==> config.mk <==
export PLATFORM = sky130hd
export DESIGN_NAME = conv_encoder_tx
export DESIGN_NICKNAME = d
export VERILOG_FILES = /design/src/rtl/conv_encoder_tx.sv
export SDC_FILE = /design/constraint.sdc
export NUM_CORES = 1
export LEC_CHECK = 0
export BUFFER_PORTS_ARGS = -buffer_cell sky130_fd_sc_hd__buf_2
export CAP_MARGIN = 20
export CORE_MARGIN = 4
export CORE_UTILIZATION = 53
export DETAILED_ROUTE_END_ITERATION = 8
export GPL_TIMING_DRIVEN = 0
export PLACE_DENSITY_LB_ADDON = 0.08
export SLEW_MARGIN = 20
export SYNTH_ARGS = -nofsm -noshare
export SYNTH_HDL_FRONTEND = slang
export SYNTH_SLANG_ARGS = --single-unit
export TNS_END_PERCENT = 50
==> constraint.sdc <==
create_clock -name clk1 -period 2.6 [get_ports clk1]
set_input_delay 0.39 -clock clk1 [delete_from_list [all_inputs] [get_ports clk1]]
set_output_delay 0.39 -clock clk1 [all_outputs]
set_load 0.02 [all_outputs]
==> src/rtl/conv_encoder_tx.sv <==
// rtl/conv_encoder_tx.sv - rate-1/2 K=3 convolutional encoder with serial frame output
//
// Purpose:
//   Encodes one DATA_BITS-wide info word per frame with generators g0=111 and g1=101,
//   appends TAIL_BITS zero flush bits so the trellis ends in state 00, and serialises
//   FRAME_BITS code bits on singlecode, one per clk1 edge. For each info bit, c0 goes out
//   first on an even count and c1 follows on an odd count. A load accepted on the last
//   code bit starts the next frame on the following edge, so frames run without a gap.
//
// Ports:
//   clk1        in   bit clock, one code bit per rising edge
//   reset       in   asynchronous active-low reset
//   valid       in   link enable; low clears everything synchronously
//   data_in     in   info word, MSB encoded first
//   data_load   in   load request, taken only while data_ready is high
//   data_ready  out  combinational; high in IDLE or on the last code bit of a frame
//   singlecode  out  registered serial code bit
//   code_valid  out  high while singlecode carries frame bits
//   frame_start out  high during the first code bit of each frame

module conv_encoder_tx #(
    parameter  int DATA_BITS  = 5,
    parameter  int TAIL_BITS  = 2,
    localparam int FRAME_BITS = 2 * (DATA_BITS + TAIL_BITS)
) (
    input  logic                 clk1,
    input  logic                 reset,
    input  logic                 valid,
    input  logic [DATA_BITS-1:0] data_in,
    input  logic                 data_load,
    output logic                 data_ready,
    output logic                 singlecode,
    output logic                 code_valid,
    output logic                 frame_start
);

    localparam int INFO_W = DATA_BITS + TAIL_BITS;
    localparam int CNT_W  = $clog2(FRAME_BITS);
    localparam logic [CNT_W-1:0] LAST_CNT = CNT_W'(FRAME_BITS - 1);

    typedef enum logic {
        IDLE = 1'b0,
        SEND = 1'b1
    } state_t;

    state_t             state_q, state_d;
    logic [CNT_W-1:0]   cnt_q, cnt_d;
    logic [1:0]         s_q, s_d;
    logic [INFO_W-1:0]  info_q, info_d;
    logic               singlecode_q, singlecode_d;
    logic               code_valid_q, code_valid_d;
    logic               frame_start_q, frame_start_d;

    logic               last_bit;
    logic               load_ok;
    logic               u_d;

    assign last_bit   = (cnt_q == LAST_CNT);
    assign data_ready = ((state_q == IDLE) | last_bit) & valid & reset;
    assign load_ok    = data_load & data_ready;

    always_comb begin
        state_d = state_q;
        cnt_d   = cnt_q;
        s_d     = s_q;
        info_d  = info_q;

        if (!valid) begin
            state_d = IDLE;
            cnt_d   = '0;
            s_d     = 2'b00;
            info_d  = '0;
        end else if (load_ok) begin
            state_d = SEND;
            cnt_d   = '0;
            s_d     = 2'b00;
            info_d  = {data_in, {TAIL_BITS{1'b0}}};
        end else if (state_q == SEND) begin
            if (last_bit) begin
                state_d = IDLE;
                cnt_d   = '0;
                s_d     = 2'b00;
                info_d  = '0;
            end else begin
                cnt_d = cnt_q + 1'b1;
                // c1 of the current info bit has just been sent: advance the trellis
                if (cnt_q[0]) begin
                    s_d    = {info_q[INFO_W-1], s_q[1]};
                    info_d = {info_q[INFO_W-2:0], 1'b0};
                end
            end
        end

        // The output is registered, so the bit shown after this edge is encoded
        // from the next-state values.
        u_d = info_d[INFO_W-1];
        if (cnt_d[0]) begin
            singlecode_d = (state_d == SEND) & (u_d ^ s_d[0]);
        end else begin
            singlecode_d = (state_d == SEND) & (u_d ^ s_d[1] ^ s_d[0]);
        end
        code_valid_d  = (state_d == SEND);
        frame_start_d = (state_d == SEND) && (cnt_d == '0);
    end

    always_ff @(posedge clk1 or negedge reset) begin
        if (!reset) begin
            state_q       <= IDLE;
            cnt_q         <= '0;
            s_q           <= 2'b00;
            info_q        <= '0;
            singlecode_q  <= 1'b0;
            code_valid_q  <= 1'b0;
            frame_start_q <= 1'b0;
        end else begin
            state_q       <= state_d;
            cnt_q         <= cnt_d;
            s_q           <= s_d;
            info_q        <= info_d;
            singlecode_q  <= singlecode_d;
            code_valid_q  <= code_valid_d;
            frame_start_q <= frame_start_d;
        end
    end

    assign singlecode  = singlecode_q;
    assign code_valid  = code_valid_q;
    assign frame_start = frame_start_q;

endmodule

==> Implementation_results.wiki, run 1 <==
{| class="wikitable"
! Metric !! Value
|-
| Gpl congestion || 0.7779
|-
| Final WS setup || 590.5 ps
|-
| Synth area leaders || sky130_fd_sc_hd__dfrtp_1 (48%), sky130_fd_sc_hd__nand2_1 (6.2%), sky130_fd_sc_hd__a22oi_1 (3.8%)
|-
| Post-synthesis cell type with the largest combined area || sky130_fd_sc_hd__dfrtp_1
|-
| Final Critical Period || 2009 ps
|-
| Layout filler cell count || 114
|-
| Outcome || finished, final reports clean
|-
| Per-cell routed wire length || 14.69 um
|-
| Delay-heaviest family, CP || compound AO/OA/AOI/OAI gates
|-
| Worst Path Required || 2770 ps
|-
| R2r endpoint || singlecode$_DFF_PN0_
|-
| Count of vias placed by the detailed router || 669
|-
| Nets || 107
|-
| Max-cap violations || 0
|-
| Largest net degree at the start of global routing || 20
|-
| Reported leakage power || 0.4458 nW
|-
| Setup repair bufs after CTS || 0
|-
| X dimension of the die || 46.54 um
|-
| Critical path launch point type || flip-flop
|-
| CP max stage cell || sky130_fd_sc_hd__dfrtp_1
|-
| Crit path largest cell delay || 440 ps
|-
| Share of the yosys chip area belonging to registers || 0.4769
|-
| Pins over their slew limit || 0
|-
| Cell types with the highest counts after synthesis || sky130_fd_sc_hd__dfrtp_1 (15), sky130_fd_sc_hd__nand2_1 (13), sky130_fd_sc_hd__nor2_1 (8)
|-
| Via count of the first global-routing pass || 642
|-
| Library cell with the highest instance count after synthesis || sky130_fd_sc_hd__dfrtp_1
|-
| Worst Clk Skew || 1.541 ps
|-
| CP endpoint kind || flip-flop
|-
| Setup repair after global routing missed its margin || no
|-
| CP Data Arrival Time || 2180 ps
|-
| Number of cells after detailed placement || 108
|-
| First-pass GRT wire length || 2801 um
|-
| Number of buffers inserted by port buffering || 12
|-
| Buffers & Inverters on Critical Path || 0
|-
| Largest fanout of any net on the critical path || 7
|-
| Die area || 0.002166 mm^2
|-
| Fraction of the cycle the final worst path needs || 0.7729
|-
| Pre-CTS WS || 389.0 ps
|-
| Number of flip-flops and latches in the synthesized netlist || 15
|-
| Worst r2r src || cnt_q[1]$_DFF_PN0_
|-
| Setup violation total in the final timing report || 0
|-
| Final number of hold-violating endpoints || 0
|-
| Wirelength, routed || 1645 um
|-
| Count of yosys warnings during synthesis || 0
|-
| Highest clock rate || 497.6 MHz
|-
| Net count after synthesis || 90
|-
| Max transition margin || 0.7471
|-
| Syn Std Cell Area || 787.0 um^2
|-
| CP cell instances || nand4b_2 -> a221o_1 -> a2111o_1 -> a211oi_2 -> and3b_1
|-
| Total routing usage reported by global routing || 0.1922
|-
| First drt pass iteration count || 4
|-
| Layout Area Growth over Synthesis || 13.35%
|-
| Worst supply voltage drop on vdd || 0.0002956 V
|-
| Inserted Diodes || 0
|-
| Instance count of the mapped netlist || 81
|-
| Number of routed nets with antenna violations || 0
|-
| DRC || 0
|-
| Total area of sequential cells || 375.4 um^2
|-
| Worst-path clk slew || 80 ps
|-
| Areal power density over the cells || 497.0 mW/mm^2
|-
| Overflow left after global routing || 0
|-
| Fraction of final layout cells sized beyond drive strength 1 || 0.2165
|-
| Number of antenna violations at the first check in global routing || 0
|-
| Tightest hold margin || 10.44 ps
|-
| Floorplan die height || 46.54 um
|-
| Path depth of the worst reg2reg path || 5
|-
| Buffers from clock root to sink, at most || 2
|-
| CTS tree || built
|-
| Summed negative setup slack over all endpoints || 0 ps
|-
| Post-DP HPWL || 1206 um
|-
| Placed instance area || 865.8 um^2
|-
| Sinks on Clock Net || 15
|-
| Count of flip-flops with a built-in enable after synthesis || 0
|-
| Area of the core || 0.001350 mm^2
|-
| Post-cts sizing count || 0
|-
| Mapped Avg Cell Area || 9.716 um^2
|-
| Number of different library cells in the post-synthesis netlist || 34
|-
| Register-to-Register Setup Slack || 590 ps
|-
| Fraction of synthesis flops using an asynchronous set or reset pin || 1.000
|-
| Count of boundary I/O pins || 13
|-
| Clock latency on the worst-skew pair || 280 ps
|-
| CP Class || flip-flop to flip-flop
|-
| Non-Filler Cell Area, Final || 892.1 um^2
|-
| Number of CTS-inserted buffers || 3
|-
| Library cell used as clock root buffer || sky130_fd_sc_hd__clkbuf_4
|-
| Starting density of the core || 0.5829
|-
| Class of the most critical hold timing path || input port to asynchronous set/reset pin
|-
| Area occupied by multi-input gates || 385.4 um^2
|-
| Via-per-instance ratio || 5.973
|-
| # H-tree levels || 1
|-
| Area share of the largest cell type after synthesis || 0.4769
|-
| Final Non-Filler Cells || 112
|-
| Detailed router's first-iteration violation count || 15
|-
| Number of buffers inserted by hold repair at cts || 0
|-
| Most used flip-flop cell after synthesis || sky130_fd_sc_hd__dfrtp_1
|-
| Standard-cell row count || 13
|-
| Worst Max-Slew Pin Slew || 379.4 ps
|}
[power by group]
part / switching (mW) / total (mW) / internal, mW
logic: 0.0421 / 0.0672 / 0.0251
clock network: 0.0719 / 0.132 / 0.0596
registers: 0.00435 / 0.245 / 0.240
[through the flow]
stage               power [mW]  utilization
floorplan               0.2912            -
global placement        0.3146       0.6413
detailed placement      0.3163       0.6413
CTS                     0.4509       0.6608
global route            0.4679       0.6608
finish                  0.4434       0.6608
[metal layers]
| metal | vias up | wire (um) | global-route usage | share of wire |
|---|---|---|---|---|
| met3 | 6 | 108 | 0.03906 | 0.066 |
| met4 | 0 | 56 | 0.1477 | 0.034 |
| met1 | 304 | 780 | 0.2560 | 0.47 |
| li1 | 331 | - | - | - |
| met2 | 28 | 700 | 0.2665 | 0.43 |
| met5 | - | 0 | 0 | 0 |
[layout make-up]
cell class / count / share of cell area
Inverter: 2 / 0.008415
Buffer: 2 / 0.02104
Timing Repair Buffer: 12 / 0.06732
Clock buffer: 4 / 0.02945
Tap cell: 15 / 0.02104
Multi-Input combinational cell: 62 / 0.4320
Sequential cell: 15 / 0.4208
[worst max path at each step]
stage	start	end	slack, ps	cells past startpoint
2_1_floorplan	cnt_q[1]$_DFF_PN0_	singlecode$_DFF_PN0_	730	5
3_3_place_gp	reset	singlecode$_DFF_PN0_	440	6
3_5_place_dp	reset	singlecode$_DFF_PN0_	390	6
4_1_cts	cnt_q[1]$_DFF_PN0_	singlecode$_DFF_PN0_	590	5
5_1_grt	cnt_q[1]$_DFF_PN0_	singlecode$_DFF_PN0_	520	5
6_report	cnt_q[1]$_DFF_PN0_	singlecode$_DFF_PN0_	590	5
[flip-flops by register name, indices dropped and copies added (netlist names)]
| name | flops |
|---|---|
| code_valid | 1 |
| info_q | 6 |
| cnt_q | 4 |
| singlecode | 1 |
| s_q | 2 |
| frame_start | 1 |
[logic make-up (layout without fill, tap and decap cells)]
group | after synthesis | in the layout | synth area share
simple gates | 36 | 36 | 0.2401
compound gates | 24 | 24 | 0.2258
flops | 15 | 15 | 0.4769
buf+inv | 4 | 20 | 0.03339
xor+xnor | 1 | 1 | 0.01113
mux | 1 | 1 | 0.01272
[placed cells by master, fill, tap and decap left out, types with 2 or more instances in the layout]
cell                        synthesis  final
sky130_fd_sc_hd__a22oi_1            4      4
sky130_fd_sc_hd__nor2b_1            2      2
sky130_fd_sc_hd__dfrtp_1           15     15
sky130_fd_sc_hd__a21oi_1            3      3
sky130_fd_sc_hd__nor2_1             8      8
sky130_fd_sc_hd__o21ai_0            5      5
sky130_fd_sc_hd__nand2_1           13     13
sky130_fd_sc_hd__o2111ai_1          2      2
sky130_fd_sc_hd__inv_1              2      2
sky130_fd_sc_hd__buf_2              0     12
sky130_fd_sc_hd__and3_1             2      2
sky130_fd_sc_hd__clkbuf_4           0      3
sky130_fd_sc_hd__nand3_1            2      2
(Power assumes the default switching activity.)
==> run 2: changes to the inputs <==
--- a/config.mk
+++ b/config.mk
@@ -5,10 +5,11 @@
 export SDC_FILE = /design/constraint.sdc
 export NUM_CORES = 1
 export LEC_CHECK = 0
+export ABC_AREA = 1
 export BUFFER_PORTS_ARGS = -buffer_cell sky130_fd_sc_hd__buf_2
 export CAP_MARGIN = 20
 export CORE_MARGIN = 4
-export CORE_UTILIZATION = 53
+export CORE_UTILIZATION = 54
 export DETAILED_ROUTE_END_ITERATION = 8
 export GPL_TIMING_DRIVEN = 0
 export PLACE_DENSITY_LB_ADDON = 0.08
==> constraint.sdc (replaced) <==
create_clock -name clk1 -period 1.9 [get_ports clk1]
set_input_delay 0.285 -clock clk1 [delete_from_list [all_inputs] [get_ports clk1]]
set_output_delay 0.285 -clock clk1 [all_outputs]
set_load 0.02 [all_outputs]
==> run 2 against run 1 <==
  * Core utilization down 2.0 points
  * Clock power up 42%
  * Via count up 10%
  * Critical path type is now flip-flop to primary output
==> Implementation_results.wiki, run 2 <==
{| class="wikitable"
! Metric !! Value
|-
| Share of the yosys chip area belonging to registers || 0.4399 (-0.03706)
|-
| CTS tree || built
|-
| Final number of hold-violating endpoints || 0 (unchanged)
|-
| GR Util met1 || 0.2453 (-0.01065)
|-
| X dimension of the die || 47.75 um (+2.6%)
|-
| Gpl congestion || 0.7778 (about the same)
|-
| Count of boundary I/O pins || 13 (unchanged)
|-
| Instance count of the mapped netlist || 109 (+35%)
|-
| # H-tree levels || 1 (unchanged)
|-
| Post-synthesis cell type with the largest combined area || sky130_fd_sc_hd__dfrtp_1
|-
| Most used flip-flop cell after synthesis || sky130_fd_sc_hd__dfrtp_1
|-
| Highest clock rate || 587.8 MHz
|-
| Reported leakage power || 0.5409 nW (+21%)
|-
| Starting density of the core || 0.5664 (-0.01650)
|-
| Die area || 0.002280 mm^2 (+5.3%)
|-
| CP Class || flip-flop to primary output
|-
| Layout filler cell count || 123 (+7.9%)
|-
| Post-DP HPWL || 1336 um (+11%)
|-
| Max transition margin || 0.5352 (-0.2119)
|-
| Cell types with the highest counts after synthesis || sky130_fd_sc_hd__nand2_1 (29), sky130_fd_sc_hd__dfrtp_1 (15), sky130_fd_sc_hd__inv_1 (12)
|-
| Fraction of synthesis flops using an asynchronous set or reset pin || 1.000 (unchanged)
|-
| Inserted Diodes || 0 (unchanged)
|-
| Crit path largest cell delay || 480 ps (+40 ps)
|-
| Max-cap violations || 0 (unchanged)
|-
| Number of different library cells in the post-synthesis netlist || 24 (-29%)
|-
| Fraction of the cycle the final worst path needs || 0.8954
|-
| Internal Pwr Total || 440.3 uW (+35%)
|-
| Commonest cells after routing, fill and taps aside || sky130_fd_sc_hd__nand2_1 (29), sky130_fd_sc_hd__dfrtp_1 (15), sky130_fd_sc_hd__inv_1 (12), sky130_fd_sc_hd__buf_2 (11), sky130_fd_sc_hd__nand3_1 (9)
|-
| Worst supply voltage drop on vdd || 0.0004824 V (+63%)
|-
| Syn Std Cell Area || 853.3 um^2 (+8.4%)
|-
| Worst Max-Slew Pin Slew || 694.9 ps (+315.5 ps)
|-
| GRT met2 Usage || 0.2823 (+0.01584)
|-
| Number of antenna violations at the first check in global routing || 0 (unchanged)
|-
| Layout Area Growth over Synthesis || 13.05%
|-
| XOR/XNOR share of the synthesized area || 0.01026 (-0.0008648)
|-
| Most frequent standard cell in the layout excluding fill and tap cells || sky130_fd_sc_hd__nand2_1
|-
| Outcome || finished, final reports clean
|-
| Worst Clk Skew || 1.759 ps (+0.2183 ps)
|-
| Tightest hold margin || 342.8 ps (+332.3 ps)
|-
| Power spent charging and discharging nets || 172.6 uW (+46%)
|-
| Total routing usage reported by global routing || 0.1840 (-0.008166)
|-
| Synth area leaders || sky130_fd_sc_hd__dfrtp_1 (44%), sky130_fd_sc_hd__nand2_1 (13%), sky130_fd_sc_hd__nand3_1 (5.3%)
|-
| Library cell with the highest instance count after synthesis || sky130_fd_sc_hd__nand2_1
|-
| Overflow left after global routing || 0 (unchanged)
|-
| Via count of the first global-routing pass || 642 (unchanged)
|-
| CP cell instances || inv_2 -> nor2_4 -> nand2_2 -> nand2_4 -> nand2_1 -> inv_1 -> buf_2
|-
| CP max stage cell || sky130_fd_sc_hd__dfrtp_1
|-
| Nets || 135 (+26%)
|-
| Met3 capacity usage during global routing || 0.02256 (-0.01651)
|-
| Fraction of final layout cells sized beyond drive strength 1 || 0.2640 (+0.04751)
|-
| Most flops, register || info_q
|-
| Busiest layer in global routing || met2
|-
| Sinks on Clock Net || 15 (unchanged)
|-
| Count of yosys warnings during synthesis || 0 (unchanged)
|-
| Count of flip-flops with a built-in enable after synthesis || 0 (unchanged)
|-
| Final Critical Period || 1701 ps
|-
| Number of buffers inserted by port buffering || 11 (-1)
|-
| Final Power || 612.9 uW (+38%)
|-
| Net count after synthesis || 118 (+31%)
|-
| CP Data Arrival Time || 1420 ps (-760 ps)
|-
| Critical path launch point type || flip-flop
|-
| Area share of the largest cell type after synthesis || 0.4399 (-0.03706)
|-
| Areal power density over the cells || 635.3 mW/mm^2 (+28%)
|-
| Detailed router's first-iteration violation count || 4 (-11)
|-
| Count of vias placed by the detailed router || 737 (+10%)
|-
| Largest fanout of any net on the critical path || 7 (unchanged)
|-
| Wirelength, routed || 1743 um (+6.0%)
|-
| Setup repair after global routing missed its margin || no
|-
| DRC || 0 (unchanged)
|-
| Number of flip-flops and latches in the synthesized netlist || 15 (unchanged)
|-
| Registers with the highest flip-flop counts || info_q: 6 flops, cnt_q: 4 flops, s_q: 2 flops
|-
| Share of synthesized cell area in full adder, half adder and majority cells || 0 (unchanged)
|-
| Setup violation total in the final timing report || 0 (unchanged)
|-
| Library cell used as clock root buffer || sky130_fd_sc_hd__clkbuf_4
|-
| Buffers from clock root to sink, at most || 2 (unchanged)
|-
| Floorplan die height || 47.75 um (+2.6%)
|-
| Multiplexer share of the synthesized area || 0 (-0.01272)
|-
| Max reg flops || 6 (unchanged)
|-
| Largest net degree at the start of global routing || 16 (-20%)
|-
| Clock latency on the worst-skew pair || 290 ps (about the same)
|-
| Area of the core || 0.001506 mm^2 (+12%)
|-
| Clk network pwr share || 0.305 (+0.008)
|-
| First-pass GRT wire length || 2794 um (-0.25%)
|-
| First drt pass iteration count || 6 (+2)
|-
| Standard-cell row count || 14 (+1)
|-
| CP endpoint kind || primary output
|-
| Number of routed nets with antenna violations || 0 (unchanged)
|-
| Via-per-instance ratio || 5.227 (-12%)
|-
| Switch share || 0.2816 (+0.01449)
|-
| Mapped Avg Cell Area || 7.829 um^2 (-19%)
|-
| Pins over their slew limit || 0 (unchanged)
|-
| Compound-gate portion of the synthesized area || 0.1158 (-0.1099)
|-
| Per-cell routed wire length || 12.36 um (-16%)
|-
| Worst Path Required || 1620 ps (-1150 ps)
|-
| Number of CTS-inserted buffers || 3 (unchanged)
|-
| Summed negative setup slack over all endpoints || 0 ps (unchanged)
|-
| Combinational share of power || 0.147 (-0.005)
|-
| Sequential cell fraction of total power || 0.548 (-0.004)
|-
| Class of the most critical hold timing path || input port to flip-flop
|-
| Worst-path clk slew || 90 ps (about the same)
|-
| Fraction of the mapped netlist area in simple logic gates || 0.3490 (+0.1089)
|-
| Main combinational cell family by area after synthesis || simple AND/OR/NAND/NOR gates
|}
## run 2: critical path, delay by kind of cell (launching register included)
| kind | cells | cell delay [ps] |
|---|---|---|
| DFF | 1 | 480 |
| and+or+nand+nor | 4 | 360 |
| buffers and inverters | 3 | 290 |
## run 2: cells by family after synthesis
group           after synthesis
simple gates                 58
flops                        15
xor+xnor                      1
buf+inv                      19
compound gates               16
## run 2: power by group through the flow
stage                     clock network, mW  registers [mW]  logic (mW)
after floorplan                           0           0.344      0.0568
after global placement                    0           0.342      0.0861
after detailed placement                  0           0.342      0.0887
after CTS                             0.186           0.336      0.0914
after global routing                  0.200           0.337       0.102
final                                 0.187           0.336      0.0903
## run 2: final timing paths
| kind | start | to | slack [ps] | cells past startpoint |
|---|---|---|---|---|
| hold / removal | valid | s_q[1]$_DFF_PN0_ | 340 | 3 |
| hold reg to reg | info_q[4]$_DFFE_PN0P_ | info_q[4]$_DFFE_PN0P_ | 530 | 2 |
| setup / recovery | cnt_q[0]$_DFF_PN0_ | data_ready | 200 | 7 |
| setup reg to reg | cnt_q[0]$_DFF_PN0_ | singlecode$_DFF_PN0_ | 300 | 13 |
| max in group asynchronous | reset | info_q[3]$_DFFE_PN0P_ | 850 | 2 |
| min in group asynchronous | reset | cnt_q[3]$_DFF_PN0_ | 610 | 2 |
## run 2: through the flow
step                  util  cell area [um^2]  setup slack (ps)  instances
CTS                 0.6404             964.7             193.6        141
global placement    0.6163             928.4             326.5        136
detailed placement  0.6163             928.4             304.3        136
floorplan                -             853.3             460.0        109
finish              0.6404             964.7             198.7        141
global route        0.6404             964.7             46.57        141
## run 2: per-layer routing
metal	vias up	share of wire
li1	381	-
met2	13	0.47
met3	5	0.034
met1	338	0.47
met5	-	0
met4	0	0.026
## run 2: cell type report
| type | count | area, um^2 | area share |
|---|---|---|---|
| Multi-Input combinational cell | 75 | 405.4 | 0.4202 |
| Sequential cell | 15 | 375.4 | 0.3891 |
| Inverter | 18 | 67.56 | 0.07004 |
| Timing Repair Buffer | 12 | 65.06 | 0.06744 |
| Clock buffer | 4 | 26.28 | 0.02724 |
| Tap cell | 16 | 20.02 | 0.02075 |
| Buffer | 1 | 5.005 | 0.005188 |
## run 2: repair_timing
action,in CTS,in global routing
gates resized for setup,0,0
endpoints found under the hold margin,15,0
hold buffers,1,0
buffers inserted,0,0
==> run 3: changes to the inputs <==
--- a/config.mk
+++ b/config.mk
@@ -8,7 +8,7 @@
 export ABC_AREA = 1
 export BUFFER_PORTS_ARGS = -buffer_cell sky130_fd_sc_hd__buf_2
 export CAP_MARGIN = 20
-export CORE_MARGIN = 4
+export CORE_MARGIN = 1
 export CORE_UTILIZATION = 54
 export DETAILED_ROUTE_END_ITERATION = 8
 export GPL_TIMING_DRIVEN = 0
==> constraint.sdc (replaced) <==
create_clock -name clk1 -period 1.9 [get_ports clk1]
set_input_delay 0.095 -clock clk1 [delete_from_list [all_inputs] [get_ports clk1]]
set_output_delay 0.095 -clock clk1 [all_outputs]
set_load 0.02 [all_outputs]
==> run 3 against run 2 <==
  * Register-to-register slack improved by 20 ps
  * First-iteration DRC count increased to 3.3 times the previous value
  * Non-clock buffer count unchanged
  * Via count increased by 1.2%
  * Critical path depth increased by 4
  * Clock-buffer cell count unchanged
  * Critical endpoint is now singlecode$_DFF_PN0_
  * Largest power group unchanged
  * Maximum frequency increased by 4.6%
  * Combinational power decreased by 0.8%
  * Sequential share of layout area increased by 0.051 points
  * Clock power about the same
==> Implementation_results.wiki, run 3 (synthesis results as in run 2) <==
{| class="wikitable"
! Metric !! Value
|-
| Sinks on Clock Net || 15 (unchanged)
|-
| R2r endpoint || singlecode$_DFF_PN0_
|-
| Clock latency on the worst-skew pair || 290 ps (about the same)
|-
| Wirelength, routed || 1648 um (-5.5%)
|-
| Detailed router's first-iteration violation count || 13 (+9)
|-
| Setup repair bufs after CTS || 0 (unchanged)
|-
| Setup repair after global routing missed its margin || no
|-
| Inserted Diodes || 0 (unchanged)
|-
| Fraction of final layout cells sized beyond drive strength 1 || 0.2640 (unchanged)
|-
| Worst r2r src || cnt_q[0]$_DFF_PN0_
|-
| Switch share || 0.2829 (+0.001376)
|-
| Via-per-instance ratio || 5.329 (+1.9%)
|-
| X dimension of the die || 41.75 um (-13%)
|-
| Nets || 135 (unchanged)
|-
| Final WS setup || 273.4 ps (+74.68 ps)
|-
| Standard-cell row count || 13 (-1)
|-
| Commonest cells after routing, fill and taps aside || sky130_fd_sc_hd__nand2_1 (29), sky130_fd_sc_hd__dfrtp_1 (15), sky130_fd_sc_hd__inv_1 (12), sky130_fd_sc_hd__buf_2 (11), sky130_fd_sc_hd__nand3_1 (9)
|-
| CP endpoint kind || flip-flop
|-
| Area of the core || 0.001383 mm^2 (-8.2%)
|-
| Number of buffers inserted by port buffering || 11 (unchanged)
|-
| Class of the most critical hold timing path || input port to flip-flop
|-
| Post-DP HPWL || 1298 um (-2.8%)
|-
| Largest fanout of any net on the critical path || 16 (+9)
|-
| Met3 capacity usage during global routing || 0.02609 (+0.003531)
|-
| Max transition margin || 0.7325 (+0.1973)
|-
| Count of boundary I/O pins || 13 (unchanged)
|-
| DRC || 0 (unchanged)
|-
| Critical path launch point type || input port
|-
| Fraction of the cycle the final worst path needs || 0.8561 (-0.03931)
|-
| Per-cell routed wire length || 11.77 um (-4.8%)
|-
| GRT met2 Usage || 0.3563 (+0.07393)
|-
| Worst-path clk slew || 90 ps (about the same)
|-
| Summed negative setup slack over all endpoints || 0 ps (unchanged)
|-
| CTS tree || built
|-
| Number of routed nets with antenna violations || 0 (unchanged)
|-
| Starting density of the core || 0.6172 (+0.05075)
|-
| Reported leakage power || 0.5409 nW (unchanged)
|-
| Number of CTS-inserted buffers || 3 (unchanged)
|-
| GR Util met1 || 0.2857 (+0.04039)
|-
| Most frequent standard cell in the layout excluding fill and tap cells || sky130_fd_sc_hd__nand2_1
|-
| Endpoint of the worst hold path || s_q[1]$_DFF_PN0_
|-
| First-pass GRT wire length || 2898 um (+3.7%)
|-
| Combinational share of power || 0.146 (about the same)
|-
| Count of vias placed by the detailed router || 746 (+1.2%)
|-
| Outcome || finished, final reports clean
|-
| Die area || 0.001743 mm^2 (-24%)
|-
| Final Non-Filler Cells || 140 (-0.71%)
|-
| Sequential cell fraction of total power || 0.547 (about the same)
|-
| Layout Area Growth over Synthesis || 12.90%
|-
| Via count of the first global-routing pass || 704 (+9.7%)
|-
| Final number of hold-violating endpoints || 0 (unchanged)
|-
| Path depth of the worst reg2reg path || 11 (-2)
|-
| Most flops, register || info_q
|-
| Total routing usage reported by global routing || 0.2225 (+0.03854)
|-
| Overflow left after global routing || 0 (unchanged)
|-
| Max-cap violations || 0 (unchanged)
|-
| Worst supply voltage drop on vdd || 0.0004561 V (-5.4%)
|-
| Pins over their slew limit || 0 (unchanged)
|-
| Gpl congestion || 0.8299 (+6.7%)
|-
| Highest clock rate || 614.8 MHz (+4.6%)
|-
| Max reg flops || 6 (unchanged)
|-
| Core utilization of the finished layout || 0.6968 (+0.05647)
|-
| Buffers from clock root to sink, at most || 2 (unchanged)
|-
| # H-tree levels || 1 (unchanged)
|-
| Setup violation total in the final timing report || 0 (unchanged)
|-
| Number of antenna violations at the first check in global routing || 0 (unchanged)
|-
| Library cell used as clock root buffer || sky130_fd_sc_hd__clkbuf_4
|-
| Power spent charging and discharging nets || 173.7 uW (+0.67%)
|-
| Registers with the highest flip-flop counts || info_q: 6 flops, cnt_q: 4 flops, s_q: 2 flops
|-
| Final Critical Period || 1627 ps (-74.68 ps)
|-
| CP Class || input port to flip-flop
|-
| Start point of the worst hold path || valid
|-
| Number of buffers inserted by hold repair at cts || 1 (unchanged)
|-
| Worst Clk Skew || 2.946 ps (+1.187 ps)
|-
| Register-to-Register Setup Slack || 320 ps (+20 ps)
|-
| Internal Pwr Total || 440.3 uW (about the same)
|-
| Min-Delay Path Depth || 3 (unchanged)
|-
| Pre-CTS WS || 317.3 ps (+13.00 ps)
|-
| Clk network pwr share || 0.307 (+0.002)
|-
| Busiest layer in global routing || met2
|-
| Areal power density over the cells || 637.3 mW/mm^2 (+0.31%)
|-
| Number of cells after detailed placement || 135 (-0.74%)
|-
| First drt pass iteration count || 4 (-2)
|-
| Floorplan die height || 41.75 um (-13%)
|-
| Post-cts sizing count || 0 (unchanged)
|-
| Largest net degree at the start of global routing || 17 (+1)
|-
| CP Data Arrival Time || 1810 ps (+390 ps)
|-
| Worst Max-Slew Pin Slew || 398.8 ps (-296.1 ps)
|-
| Worst Path Required || 2090 ps (+470 ps)
|}
==> run 3: how the worst max path moves through the flow <==
stage / from / to / slack [ps] / depth (start not counted)
2_1_floorplan: code_valid$_DFF_PN0_ / frame_start$_DFF_PN0_ / 460 / 5
3_3_place_gp: cnt_q[0]$_DFF_PN0_ / singlecode$_DFF_PN0_ / 340 / 11
3_5_place_dp: code_valid$_DFF_PN0_ / singlecode$_DFF_PN0_ / 320 / 10
4_1_cts: reset / singlecode$_DFF_PN0_ / 230 / 11
5_1_grt: reset / singlecode$_DFF_PN0_ / 70 / 13
6_report: reset / singlecode$_DFF_PN0_ / 270 / 11
==> run 3: power groups by stage <==
stage / Clock [mW] / Combinational [mW] / Sequential (mW)
after detailed placement: 0 / 0.0891 / 0.342
final: 0.189 / 0.0896 / 0.336
after global routing: 0.198 / 0.102 / 0.337
after CTS: 0.190 / 0.0908 / 0.336
after global placement: 0 / 0.0854 / 0.342
after floorplan: 0 / 0.0568 / 0.344
==> run 3: area by class of cell <==
class | instances | area [um^2]
Fill cell | 129 | 419.2
Multi-Input combinational cell | 75 | 405.4
Sequential cell | 15 | 375.4
Inverter | 18 | 67.56
Timing Repair Buffer | 12 | 65.06
Clock buffer | 4 | 26.28
Tap cell | 15 | 18.77
Buffer | 1 | 5.005
==> run 3: routing by layer <==
metal	share of wire	wire length, um	vias to the layer above
met4	0.027	44	0
met1	0.47	781	346
met3	0.018	30	5
met2	0.48	792	15
met5	0	0	-
li1	-	-	380
==> run 3: stage by stage <==
step	instance area [um^2]	hold WS (ps)	power, mW
after floorplan	853.3	-200.6	0.4005
after global placement	927.1	16.15	0.4270
after global routing	963.4	178.4	0.6367
after detailed placement	927.1	24.86	0.4311
after CTS	963.4	152.6	0.6163
final	963.4	151.0	0.6140
==> run 3: critical path, stage by stage <==
cell and delay [ps]:
sky130_fd_sc_hd__dlygate4sd3_1 520, sky130_fd_sc_hd__buf_2 320, sky130_fd_sc_hd__nand2_1 100, sky130_fd_sc_hd__inv_1 140
sky130_fd_sc_hd__nand3_4 120, sky130_fd_sc_hd__nand2_2 120, sky130_fd_sc_hd__inv_2 90, sky130_fd_sc_hd__nand2_2 90
sky130_fd_sc_hd__nand3_1 70, sky130_fd_sc_hd__nand2_1 90, sky130_fd_sc_hd__nor2_2 40
